$ cat config.mk
export PLATFORM = sky130hd
export DESIGN_NAME = codec_cfg_sequencer
export DESIGN_NICKNAME = d
export VERILOG_FILES = /design/src/rtl/codec_cfg_sequencer.sv
export SDC_FILE = /design/constraint.sdc
export NUM_CORES = 1
export LEC_CHECK = 0
export BUFFER_PORTS_ARGS = -buffer_cell sky130_fd_sc_hd__buf_2
export CORE_MARGIN = 3
export CORE_UTILIZATION = 55
export DETAILED_ROUTE_END_ITERATION = 6
export PLACE_DENSITY_LB_ADDON = 0.12
export SLEW_MARGIN = 5
export SYNTH_ARGS = -nofsm -noshare
export SYNTH_HDL_FRONTEND = slang
export SYNTH_SLANG_ARGS = --single-unit
export TNS_END_PERCENT = 1
$ cat constraint.sdc
create_clock -name clk -period 5.8 [get_ports clk]
set_clock_uncertainty 0.15 [all_clocks]
set_input_delay 0.58 -clock clk [delete_from_list [all_inputs] [get_ports clk]]
set_output_delay 0.58 -clock clk [all_outputs]
set_load 0.02 [all_outputs]
$ cat src/rtl/codec_cfg_sequencer.sv
// Power-up configuration sequencer for the audio codec: walks a fixed 12-entry
// register table over the shared I2C master, retrying NACKed writes.
module codec_cfg_sequencer #(
    parameter logic [6:0]  DEV_ADDR    = 7'h1A,
    parameter logic [15:0] GAP_CYCLES  = 16'd256,
    parameter logic [1:0]  MAX_RETRIES = 2'd3
) (
    input  logic        clk,
    input  logic        reset,
    input  logic        start,
    output logic        i2c_req,
    output logic [6:0]  i2c_dev_addr,
    output logic [15:0] i2c_word,
    input  logic        i2c_done,
    input  logic        i2c_nack,
    output logic        busy,
    output logic        done,
    output logic        error,
    output logic [3:0]  step
);

    typedef enum logic [2:0] {
        S_IDLE  = 3'd0,
        S_ISSUE = 3'd1,
        S_WAIT  = 3'd2,
        S_GAP   = 3'd3,
        S_DONE  = 3'd4,
        S_ERROR = 3'd5
    } state_t;

    localparam logic [3:0] LAST_IDX    = 4'd11;
    localparam logic [3:0] NUM_ENTRIES = 4'd12;

    state_t      state_r;
    state_t      state_s;
    logic [3:0]  idx_r;
    logic [3:0]  idx_s;
    logic [1:0]  retry_r;
    logic [1:0]  retry_s;
    logic [15:0] gap_r;
    logic [15:0] gap_s;
    logic        req_r;
    logic        busy_r;
    logic        done_r;
    logic        error_r;
    logic [3:0]  step_r;
    logic [15:0] word_r;

    // Codec control word {reg_addr[6:0], value[8:0]} for each table entry.
    function automatic logic [15:0] table_word(input logic [3:0] idx);
        case (idx)
            4'd0:    table_word = {7'h0F, 9'h000};
            4'd1:    table_word = {7'h06, 9'h010};
            4'd2:    table_word = {7'h00, 9'h017};
            4'd3:    table_word = {7'h01, 9'h017};
            4'd4:    table_word = {7'h02, 9'h079};
            4'd5:    table_word = {7'h03, 9'h079};
            4'd6:    table_word = {7'h04, 9'h012};
            4'd7:    table_word = {7'h05, 9'h000};
            4'd8:    table_word = {7'h07, 9'h002};
            4'd9:    table_word = {7'h08, 9'h000};
            4'd10:   table_word = {7'h09, 9'h001};
            4'd11:   table_word = {7'h06, 9'h000};
            default: table_word = 16'h0000;
        endcase
    endfunction

    // Next-state, table index, retry and gap-counter logic.
    always_comb begin
        state_s = state_r;
        idx_s   = idx_r;
        retry_s = retry_r;
        gap_s   = gap_r;
        case (state_r)
            S_IDLE, S_DONE, S_ERROR: begin
                if (start) begin
                    state_s = S_ISSUE;
                    idx_s   = 4'd0;
                    retry_s = 2'd0;
                end else begin
                    state_s = state_r;
                end
            end
            S_ISSUE: begin
                state_s = S_WAIT;
            end
            S_WAIT: begin
                if (i2c_done) begin
                    gap_s = 16'd0;
                    if (!i2c_nack) begin
                        idx_s   = idx_r + 4'd1;
                        retry_s = 2'd0;
                        state_s = S_GAP;
                    end else if (retry_r == MAX_RETRIES) begin
                        state_s = S_ERROR;
                    end else begin
                        retry_s = retry_r + 2'd1;
                        state_s = S_GAP;
                    end
                end else begin
                    state_s = S_WAIT;
                end
            end
            S_GAP: begin
                if (gap_r == GAP_CYCLES - 16'd1) begin
                    if (idx_r == NUM_ENTRIES) begin
                        state_s = S_DONE;
                    end else begin
                        state_s = S_ISSUE;
                    end
                end else begin
                    gap_s = gap_r + 16'd1;
                end
            end
            default: begin
                state_s = S_IDLE;
            end
        endcase
    end

    // State register plus outputs registered from the next-state values.
    always_ff @(posedge clk) begin
        if (reset) begin
            state_r <= S_IDLE;
            idx_r   <= 4'd0;
            retry_r <= 2'd0;
            gap_r   <= 16'd0;
            req_r   <= 1'b0;
            busy_r  <= 1'b0;
            done_r  <= 1'b0;
            error_r <= 1'b0;
            step_r  <= 4'd0;
            word_r  <= table_word(4'd0);
        end else begin
            state_r <= state_s;
            idx_r   <= idx_s;
            retry_r <= retry_s;
            gap_r   <= gap_s;
            req_r   <= (state_s == S_ISSUE);
            busy_r  <= (state_s == S_ISSUE) || (state_s == S_WAIT) || (state_s == S_GAP);
            done_r  <= (state_s == S_DONE);
            error_r <= (state_s == S_ERROR);
            step_r  <= (idx_s > LAST_IDX) ? LAST_IDX : idx_s;
            word_r  <= table_word(idx_s);
        end
    end

    assign i2c_req      = req_r;
    assign i2c_dev_addr = DEV_ADDR;
    assign i2c_word     = word_r;
    assign busy         = busy_r;
    assign done         = done_r;
    assign error        = error_r;
    assign step         = step_r;

endmodule

==> results by group, run 1 <==
Worst setup path
  – Flop2flop setup slack: 2750 ps
  – Worst path required time: 5880 ps
  – Worst R2R End: i2c_word[0]
  – CP Launch Type: register
  – Crit path kind: reg2reg
  – RR Startpoint: state_r[1]
  – CP top delay family: simple AND/OR/NAND/NOR gates
  – Crit path largest cell delay: 680 ps
  – Critical Path AT: 3120 ps
  – CP cell instances: nor3b_1, a211o_1, a32oi_1, inv_1, ha_1, nand2b_1, or4_1, a311o_1, nand3b_1
  – Crit Path Max Fanout: 11
  – R2R cell count: 9
  – Endpoint class of the critical path: register
  – Crit path max-delay cell type: nor3b_1
  – Buf/Inv on CP: 1

Final layout
  – Area grow syn2layout: 8.62%
  – FILL cells: 309
  – Cell area after layout: 2300 sq um
  – Final nets: 274
  – FF/Latch Area: 821 sq um
  – Antenna diode count: 0
  – Multi-input gate area in the final layout: 1140 sq um
  – Share of cells above drive strength 1: 16.7%

Synthesis
  – Fraction of registers with async set/reset: 0%
  – Post-synthesis mux area share: 1.95%
  – Post-Syn Area: 2120 sq um
  – Synth top cells by count: 41 x dfxtp_1, 20 x nor2_1, 17 x nand3_1
  – Synth Area in Adders: 4.13%
  – Prevailing post-synth register cell: dfxtp_1
  – EDFF count, synth: 0
  – Synth Area in XOR/XNOR: 3.31%
  – Largest family of logic cells by synthesized area: simple AND/OR/NAND/NOR gates
  – Top-count cell post-synth: dfxtp_1
  – Register bit count reported by yosys: 41
  – Synthesized area per cell: 8.54 sq um
  – Area fraction of the dominant cell type after synthesis: 38.7%
  – Synth Area in Compound Gates: 12.5%
  – Cell variety after synth: 52
  – Sequential element share of the synthesized area: 38.7%
  – Mapped Cells: 248
  – Top cells by area, synth: dfxtp_1 39%, buf_4 5.3%, ha_1 4.1%, nand3_1 4.0%, a21oi_1 3.5%
  – Yosys top cell by area: dfxtp_1
  – YS warnings: 0
  – Synth Area in Simple Gates: 29.6%

Clock network
  – Clk_lat worst skew: 290 ps
  – H-tree Lvls: 2
  – Clock sink count: 41
  – CTS root buffer: clkbuf_8
  – Post-CTS setup buffer count: 0
  – CTS Hold Bufs: 0
  – CTS tree: built
  – Post-cts resize count: 0
  – Bufs on Longest Clock Path: 2
  – Worst-path clk slew: 80 ps
  – Total CTS buffers: 5

Global routing
  – GRT overflow: 0
  – Vias in the first global route: 1,479
  – Initial antenna violation count: 0
  – Total GRT Usage: 19.1%
  – Largest net degree at the start of global routing: 19
  – First-pass GRT wire length: 6760 um

Status
  – Status: finished clean

Route
  – First-pass DRT Iterations: 4
  – Post-route ant nets: 0
  – Initial DRC count: 88
  – Drt via density: 5.64
  – Via count: 1,742
  – DRC: 0
  – WL per Instance: 12.9 um
  – Total Wirelength: 3980 um

Floorplan
  – Std-Cell Core Area: 3520 sq um
  – Row Count: 21
  – Chip height: 68.1 um
  – Die W: 68.1 um
  – Initial Util: 60.2%
  – Die ar.: 4630 sq um
  – I/O pins: 36

Timing
  – Fin crit period: 3050 ps
  – Final Hold Fails: 0
  – Worst-Margin Slew: 766 ps
  – Fin crit share: 52.5%
  – Number of setup violations in the final report: 0
  – RSZ-0062 raised after global routing: false
  – Setup TNS Final: 0 ps
  – Fin. max-slew vios: 0
  – Slew margin rel.: 48.9%
  – Fmax: 328 MHz

Pwr
  – Leakage power: 0.959 nW
  – Pwr/cell area: 266 nW/um^2
  – Peak VDD IR: 0.171 mV
  – Total power draw: 0.611 mW

Placed design
  – DP Area: 2170 sq um
  – Port-buffer cells: 23
  – Gp weighted congestion: 0.830
  – DP HPWL: 2890 um

Worst hold path
  – Min-Delay Path Class: reg2reg
  – Hold wc startpoint: retry_r[1]
  – Hold depth: 2
  – Hold Path Sink: retry_r[1]

Flow run
  – Max-cap viol count: 0
worst min-delay path, cell delays in order, from the launching register on:
cell	delay, ps
dfxtp_1	320
nand2b_1	70
a21oi_1	50
final cells by class:
class,count,area share [%]
Multi-Input combinational cell,181,49.4
Timing Repair Buffer,23,5.00
Clock inverter,3,2.83
Sequential cell,41,35.7
Inverter,10,1.63
Clock buffer,5,2.99
Tap cell,46,2.50
layer usage:
layer  part of all wire [%]  global-route usage, %
met5                      0                      0
met4                    1.2                   5.96
met3                    7.6                   4.60
met2                     40                   28.5
met1                     51                   27.0
state kept, by name (all words and copies together), names as in the netlist:
register  cells
i2c_word      9
state_r       3
error         1
idx_r         3
retry_r       2
step          4
busy          1
gap_r        16
i2c_req       1
done          1
kinds of logic (layout without fill, tap and decap cells):
kind of cell / count (synthesis) / in the layout
AOI/OAI and AO/OA: 42 / 42
xor gates and xnor gates: 8 / 8
adders and majority gates: 7 / 7
buffers and inverters: 36 / 41
DFF: 41 / 41
muxes: 4 / 4
other: 2 / 12
and+or+nand+nor: 108 / 108
per-stage QoR:
| step | hold slack [ps] | setup WS, ps | instances | utilization, % |
|---|---|---|---|---|
| 2_1_floorplan | 300 | 2980 | 258 | - |
| 3_5_place_dp | 320 | 2830 | 301 | 61.5 |
| 4_1_cts | 334 | 2790 | 309 | 65.4 |
| 5_1_grt | 344 | 2430 | 309 | 65.4 |
| 3_3_place_gp | 316 | 2860 | 301 | 61.5 |
| 6_report | 333 | 2750 | 309 | 65.4 |
worst max path at each step:
| stage | end | from | cells past startpoint |
|---|---|---|---|
| global placement | i2c_word[0] | state_r[1] | 9 |
| finish | i2c_word[0] | state_r[1] | 9 |
| CTS | i2c_word[0] | state_r[1] | 9 |
| global route | i2c_word[0] | state_r[1] | 8 |
| floorplan | i2c_word[0] | i2c_nack | 9 |
| detailed placement | i2c_word[0] | i2c_nack | 9 |
power breakdown:
group	total (mW)	internal, mW	leakage [nW]	switching (mW)
Clock	0.267	0.171	0.0681	0.0962
Combinational	0.0530	0.0158	0.559	0.0372
Sequential	0.291	0.287	0.331	0.00455
Total	0.611	0.473	0.959	0.138
cell usage in the layout, fill, tap and decap left out, types with 4 or more instances in the layout:
master    synthesis  routed
a21oi_1          15      15
and3_1            7       7
buf_2             0      23
clkbuf_8          0       5
conb_1            2      12
dfxtp_1          41      41
ha_1              7       7
inv_1            10      10
nand2_1          11      11
nand2b_1          5       5
nand3_1          17      17
nand4_1           9       9
nor2_1           20      20
nor3_1            4       4
o21ai_0          10      10
or3_1             5       5
xor2_1            7       7
Note: power is estimated with default switching activity, not from simulation.
==> inputs of run 2 (changes only) <==
--- a/config.mk
+++ b/config.mk
@@ -5,6 +5,7 @@
 export SDC_FILE = /design/constraint.sdc
 export NUM_CORES = 1
 export LEC_CHECK = 0
+export ABC_AREA = 1
 export BUFFER_PORTS_ARGS = -buffer_cell sky130_fd_sc_hd__buf_2
 export CORE_MARGIN = 3
 export CORE_UTILIZATION = 55
==> constraint.sdc (replaced) <==
create_clock -name clk -period 3.12 [get_ports clk]
set_clock_uncertainty 0.15 [all_clocks]
set_input_delay 0.312 -clock clk [delete_from_list [all_inputs] [get_ports clk]]
set_output_delay 0.312 -clock clk [all_outputs]
set_load 0.02 [all_outputs]
==> results by group, run 2 <==
Floorplan
  – Initial Util: 58.2%
  – Chip height: 72.0 um
  – Std-Cell Core Area: 4120 sq um
  – Die ar.: 5180 sq um
  – Die W: 72.0 um
  – I/O pins: 36
  – Row Count: 23

Final layout
  – Antenna diode count: 0
  – Largest register FFs: 16
  – Final nets: 380
  – Share of cells above drive strength 1: 13.6%
  – Most frequent cells in the layout: 72 x nand2_1, 50 x nand3_1, 46 x inv_1, 41 x dfxtp_1, 37 x nor2_1
  – Area grow syn2layout: 7.78%
  – Most flops, register: gap_r
  – Most common cell after layout, fill and taps aside: nand2_1

Pwr
  – Pwr/cell area: 554 nW/um^2
  – Peak VDD IR: 0.434 mV
  – Leakage power: 1.27 nW

Clock network
  – CTS root buffer: clkbuf_8
  – Clk_lat worst skew: 300 ps
  – Total CTS buffers: 5
  – CTS tree: built
  – Worst-path clk slew: 80 ps
  – Post-cts resize count: 0
  – Post-CTS setup buffer count: 0
  – Clock sink count: 41
  – CTS Hold Bufs: 0
  – H-tree Lvls: 2
  – Bufs on Longest Clock Path: 2

Timing
  – Fin. max-slew vios: 0
  – RSZ-0062 raised after global routing: false
  – Setup TNS Final: 0 ps
  – Final Hold Fails: 0
  – Fmax: 496 MHz
  – Fin crit share: 64.6%
  – Hold Slack: 302 ps
  – Number of setup violations in the final report: 0
  – Fin crit period: 2020 ps

Worst setup path
  – Flop2flop setup slack: 1100 ps
  – Worst R2R End: i2c_word[9]
  – Crit path max-delay cell type: dfxtp_1
  – Critical Path AT: 2040 ps
  – RR Startpoint: state_r[2]
  – CP cell instances: inv_1, nand3_1, nor2_1, o21ai_0, nand2_1, inv_1, ha_1, inv_1, nand2_1, nand2_1, nand2_1, nand3_1
  – Crit path kind: reg2reg
  – Endpoint class of the critical path: register
  – Critical Path Most Common Cell: nand2_1
  – CP Launch Type: register
  – R2R cell count: 12
  – Crit path to: i2c_word[9]
  – Crit Path Max Fanout: 6
  – Worst path required time: 3140 ps
  – Crit path largest cell delay: 340 ps
  – Crit. Startpoint: state_r[2]

Route
  – DRC: 0
  – Drt via density: 5.19
  – Post-route ant nets: 0
  – First-pass DRT Iterations: 5
  – Initial DRC count: 121
  – WL per Instance: 11.9 um
  – Total Wirelength: 5000 um
  – Via count: 2,175

Synthesis
  – Top-count cell post-synth: nand2_1
  – Cell variety after synth: 31
  – YS warnings: 0
  – Mapped Cells: 349
  – Synthesized area per cell: 6.87 sq um
  – Synth top cells by count: 72 x nand2_1, 50 x nand3_1, 46 x inv_1
  – EDFF count, synth: 0
  – Register bit count reported by yosys: 41
  – Sequential element share of the synthesized area: 34.3%
  – Post-Syn Area: 2400 sq um
  – Area fraction of the dominant cell type after synthesis: 34.3%
  – Top cells by area, synth: dfxtp_1 34%, nand2_1 11%, nand3_1 10%, inv_1 7.2%, nor2_1 5.8%
  – Prevailing post-synth register cell: dfxtp_1
  – Yosys top cell by area: dfxtp_1
  – Fraction of registers with async set/reset: 0%

Placed design
  – DP HPWL: 3830 um
  – Port-buffer cells: 23
  – Gp weighted congestion: 0.881

Flow run
  – Max-cap viol count: 0

Global routing
  – Total GRT Usage: 21.3%
  – First-pass GRT wire length: 8890 um
  – Initial antenna violation count: 0
  – GRT overflow: 0
  – Vias in the first global route: 1,993
  – Largest net degree at the start of global routing: 24

Status
  – Status: finished clean

Worst hold path
  – Min-Delay Path Class: in2reg
run 2: power breakdown:
group          internal, mW  switching (mW)  leakage, nW
logic                 0.119           0.275        0.882
clock network         0.239           0.191       0.0543
registers             0.571          0.0353        0.332
total                 0.929           0.501         1.27
run 2: worst min path at each step:
stage	cells past startpoint	from	endpoint	slack (ps)
final	2	reset	gap_r[8]	300
after global placement	2	retry_r[1]	retry_r[1]	290
after detailed placement	2	retry_r[1]	retry_r[1]	300
after global routing	2	retry_r[1]	retry_r[1]	320
after CTS	2	reset	gap_r[4]	290
after floorplan	1	reset	idx_r[1]	250
run 2: routing by layer:
metal / part of all wire (%) / global-route usage [%]
met1: 47 / 27.0
met2: 47 / 35.4
met3: 4.1 / 5.40
met4: 1.4 / 7.31
met5: 0 / 0
run 2: final cells by class:
cell class	count	area, sq um
Fill cell	373	1530
Multi-Input combinational cell	250	1290
Sequential cell	41	821
Inverter	47	176
Timing Repair Buffer	23	115
Clock buffer	5	68.8
Tap cell	50	62.6
Clock inverter	3	46.3
run 2: through the flow:
step	power [mW]	setup WS [ps]	instances	instance area, sq um	utilization [%]
after global placement	1.00	1140	411	2470	60.0
after floorplan	0.936	1300	359	2430	-
after detailed placement	1.01	1110	411	2470	60.0
final	1.43	1100	419	2580	62.8
after global routing	1.52	808	419	2580	62.8
after CTS	1.45	1110	419	2580	62.8
run 2: critical path: cells and delay by family (launching register included):
kind | cells | cell delay (ps)
AOI/OAI and AO/OA | 1 | 90
adders and majority gates | 1 | 320
buffers and inverters | 3 | 300
DFF | 1 | 340
and+or+nand+nor | 7 | 710
run 2: cell families after synthesis:
group	after synthesis	share of synthesized area (%)
buffers and inverters	68	13.4
AO/OA/AOI/OAI	33	7.57
other	2	0.313
AND/OR/NAND/NOR	195	39.7
XOR/XNOR	3	1.10
flip-flops	41	34.3
adder cells (fa/ha/maj)	7	3.66
==> inputs of run 3 (changes only) <==
--- a/config.mk
+++ b/config.mk
@@ -8,7 +8,7 @@
 export ABC_AREA = 1
 export BUFFER_PORTS_ARGS = -buffer_cell sky130_fd_sc_hd__buf_2
 export CORE_MARGIN = 3
-export CORE_UTILIZATION = 55
+export CORE_UTILIZATION = 51
 export DETAILED_ROUTE_END_ITERATION = 6
 export PLACE_DENSITY_LB_ADDON = 0.12
 export SLEW_MARGIN = 5
==> constraint.sdc (replaced) <==
create_clock -name clk -period 1.8 [get_ports clk]
set_clock_uncertainty 0.15 [all_clocks]
set_input_delay 0.18 -clock clk [delete_from_list [all_inputs] [get_ports clk]]
set_output_delay 0.18 -clock clk [all_outputs]
set_load 0.02 [all_outputs]
==> results by group, run 3 (synthesis gave the netlist of run 2 again) <==
Placed design
  – Placement-stage worst setup slack: -16.8 ps
  – Gp weighted congestion: 0.880
  – Port-buffer cells: 23
  – Inst Count DP: 439
  – DP HPWL: 4160 um

Floorplan
  – Chip height: 74.5 um
  – Die W: 74.5 um
  – Initial Util: 53.9%
  – I/O pins: 36
  – Std-Cell Core Area: 4440 sq um
  – Die ar.: 5560 sq um
  – Row Count: 24

Clock network
  – H-tree Lvls: 2
  – Bufs on Longest Clock Path: 2
  – Clock sink count: 41
  – Clk_lat worst skew: 300 ps
  – Worst-path clk slew: 80 ps
  – CTS tree: built
  – Total CTS buffers: 5
  – CTS Hold Bufs: 0
  – CTS root buffer: clkbuf_8

Route
  – Initial DRC count: 135
  – Via count: 2,295
  – Post-route ant nets: 0
  – First-pass DRT Iterations: 4
  – Total Wirelength: 5530 um
  – Drt via density: 5.11
  – WL per Instance: 12.3 um
  – DRC: 0

Pwr
  – Leakage power: 1.42 nW
  – Total power draw: 2.70 mW
  – Pwr/cell area: 941 nW/um^2
  – Peak VDD IR: 0.605 mV

Global routing
  – Largest net degree at the start of global routing: 23
  – Initial antenna violation count: 0
  – Total GRT Usage: 21.9%
  – Vias in the first global route: 2,166
  – First-pass GRT wire length: 9450 um
  – GRT overflow: 0

Timing
  – Fin crit share: 94.9%
  – Fmax: 585 MHz
  – Final Hold Fails: 0
  – Fin. max-slew vios: 0
  – Number of setup violations in the final report: 0
  – Fin crit period: 1710 ps
  – RSZ-0062 raised after global routing: true
  – Final WS setup: 91.0 ps

Final layout
  – Area grow syn2layout: 19.9%
  – Fin util: 64.6%
  – Fin cells: 449
  – Share of cells above drive strength 1: 24.7%
  – Antenna diode count: 0
  – Most frequent cells in the layout: 70 x nand2_1, 47 x nand3_1, 40 x inv_1, 36 x nor2_1, 36 x dfxtp_1
  – FILL cells: 408
  – Most common cell after layout, fill and taps aside: nand2_1
  – Final nets: 408
  – Most flops, register: gap_r
  – Largest register FFs: 16

Worst setup path
  – RR Startpoint: gap_r[0]
  – Crit Path Max Fanout: 8
  – Endpoint class of the critical path: register
  – Crit path largest cell delay: 350 ps
  – CP cell instances: ha_1, nand2_1, inv_2, nand3b_4, nor2_8, nand2_4, nand2_8, nand2_2, o21ai_0, nor2_1
  – CP Launch Type: register
  – Crit path kind: reg2reg
  – Worst path required time: 1830 ps
  – Critical Path AT: 1740 ps
  – Crit. Startpoint: gap_r[0]
  – Crit path max-delay cell type: dfxtp_1

Flow run
  – Max-cap viol count: 0

Status
  – Status: finished clean

Worst hold path
  – Hold wc startpoint: reset
  – Min-Delay Path Class: in2reg
-- run 3: changes by cell type in the layout (fill, tap and decap cells not counted), sizes merged --
cell,delta
buf,+28
clkbuf,+1
clkinv,-1
-- run 3: routing by layer --
metal	track usage, %	share of wire [%]
met1	27.8	45
met2	35.6	50
met3	4.59	3.5
met4	9.88	1.6
met5	0	0
-- run 3: path summary, 6_finish.rpt --
path	slack [ps]	to	cells after the start
max reg2reg	90	gap_r[1]	10
max	90	gap_r[1]	10
min	170	i2c_word[9]	3
min reg2reg	320	retry_r[1]	2
-- run 3: power by group --
| group | internal (mW) | switching (mW) | total (mW) |
|---|---|---|---|
| Sequential | 0.996 | 0.0508 | 1.05 |
| Clock | 0.451 | 0.323 | 0.774 |
| Combinational | 0.342 | 0.541 | 0.884 |
| Total | 1.79 | 0.915 | 2.70 |
-- run 3: layout make-up --
class / count / area, sq um / area share [%]
Clock buffer: 6 / 82.6 / 2.87
Clock inverter: 2 / 37.5 / 1.31
Inverter: 47 / 176 / 6.14
Multi-Input combinational cell: 250 / 1350 / 47.1
Sequential cell: 41 / 830 / 28.9
Tap cell: 52 / 65.1 / 2.26
Timing Repair Buffer: 51 / 329 / 11.5
-- run 3: repair_timing --
item	in CTS	in global routing
setup buffers	1	1
pin swaps	1	6
gates cloned	0	0
setup endpoints to repair	2	30
resized for setup	3	20
-- run 3: critical path, delay by kind of cell, from the launching register on --
family,cells,cell delay [ps]
flip-flops,1,350
adder cells (fa/ha/maj),1,180
buffers and inverters,1,90
AND/OR/NAND/NOR,7,650
AO/OA/AOI/OAI,1,170
-- run 3: per-stage QoR --
step	hold WS (ps)	TNS [ps]	area, sq um
global route	204	-55.2	2870
floorplan	114	0	2440
finish	169	0	2870
CTS	157	0	2800
global placement	292	0	2670
detailed placement	311	-16.8	2670
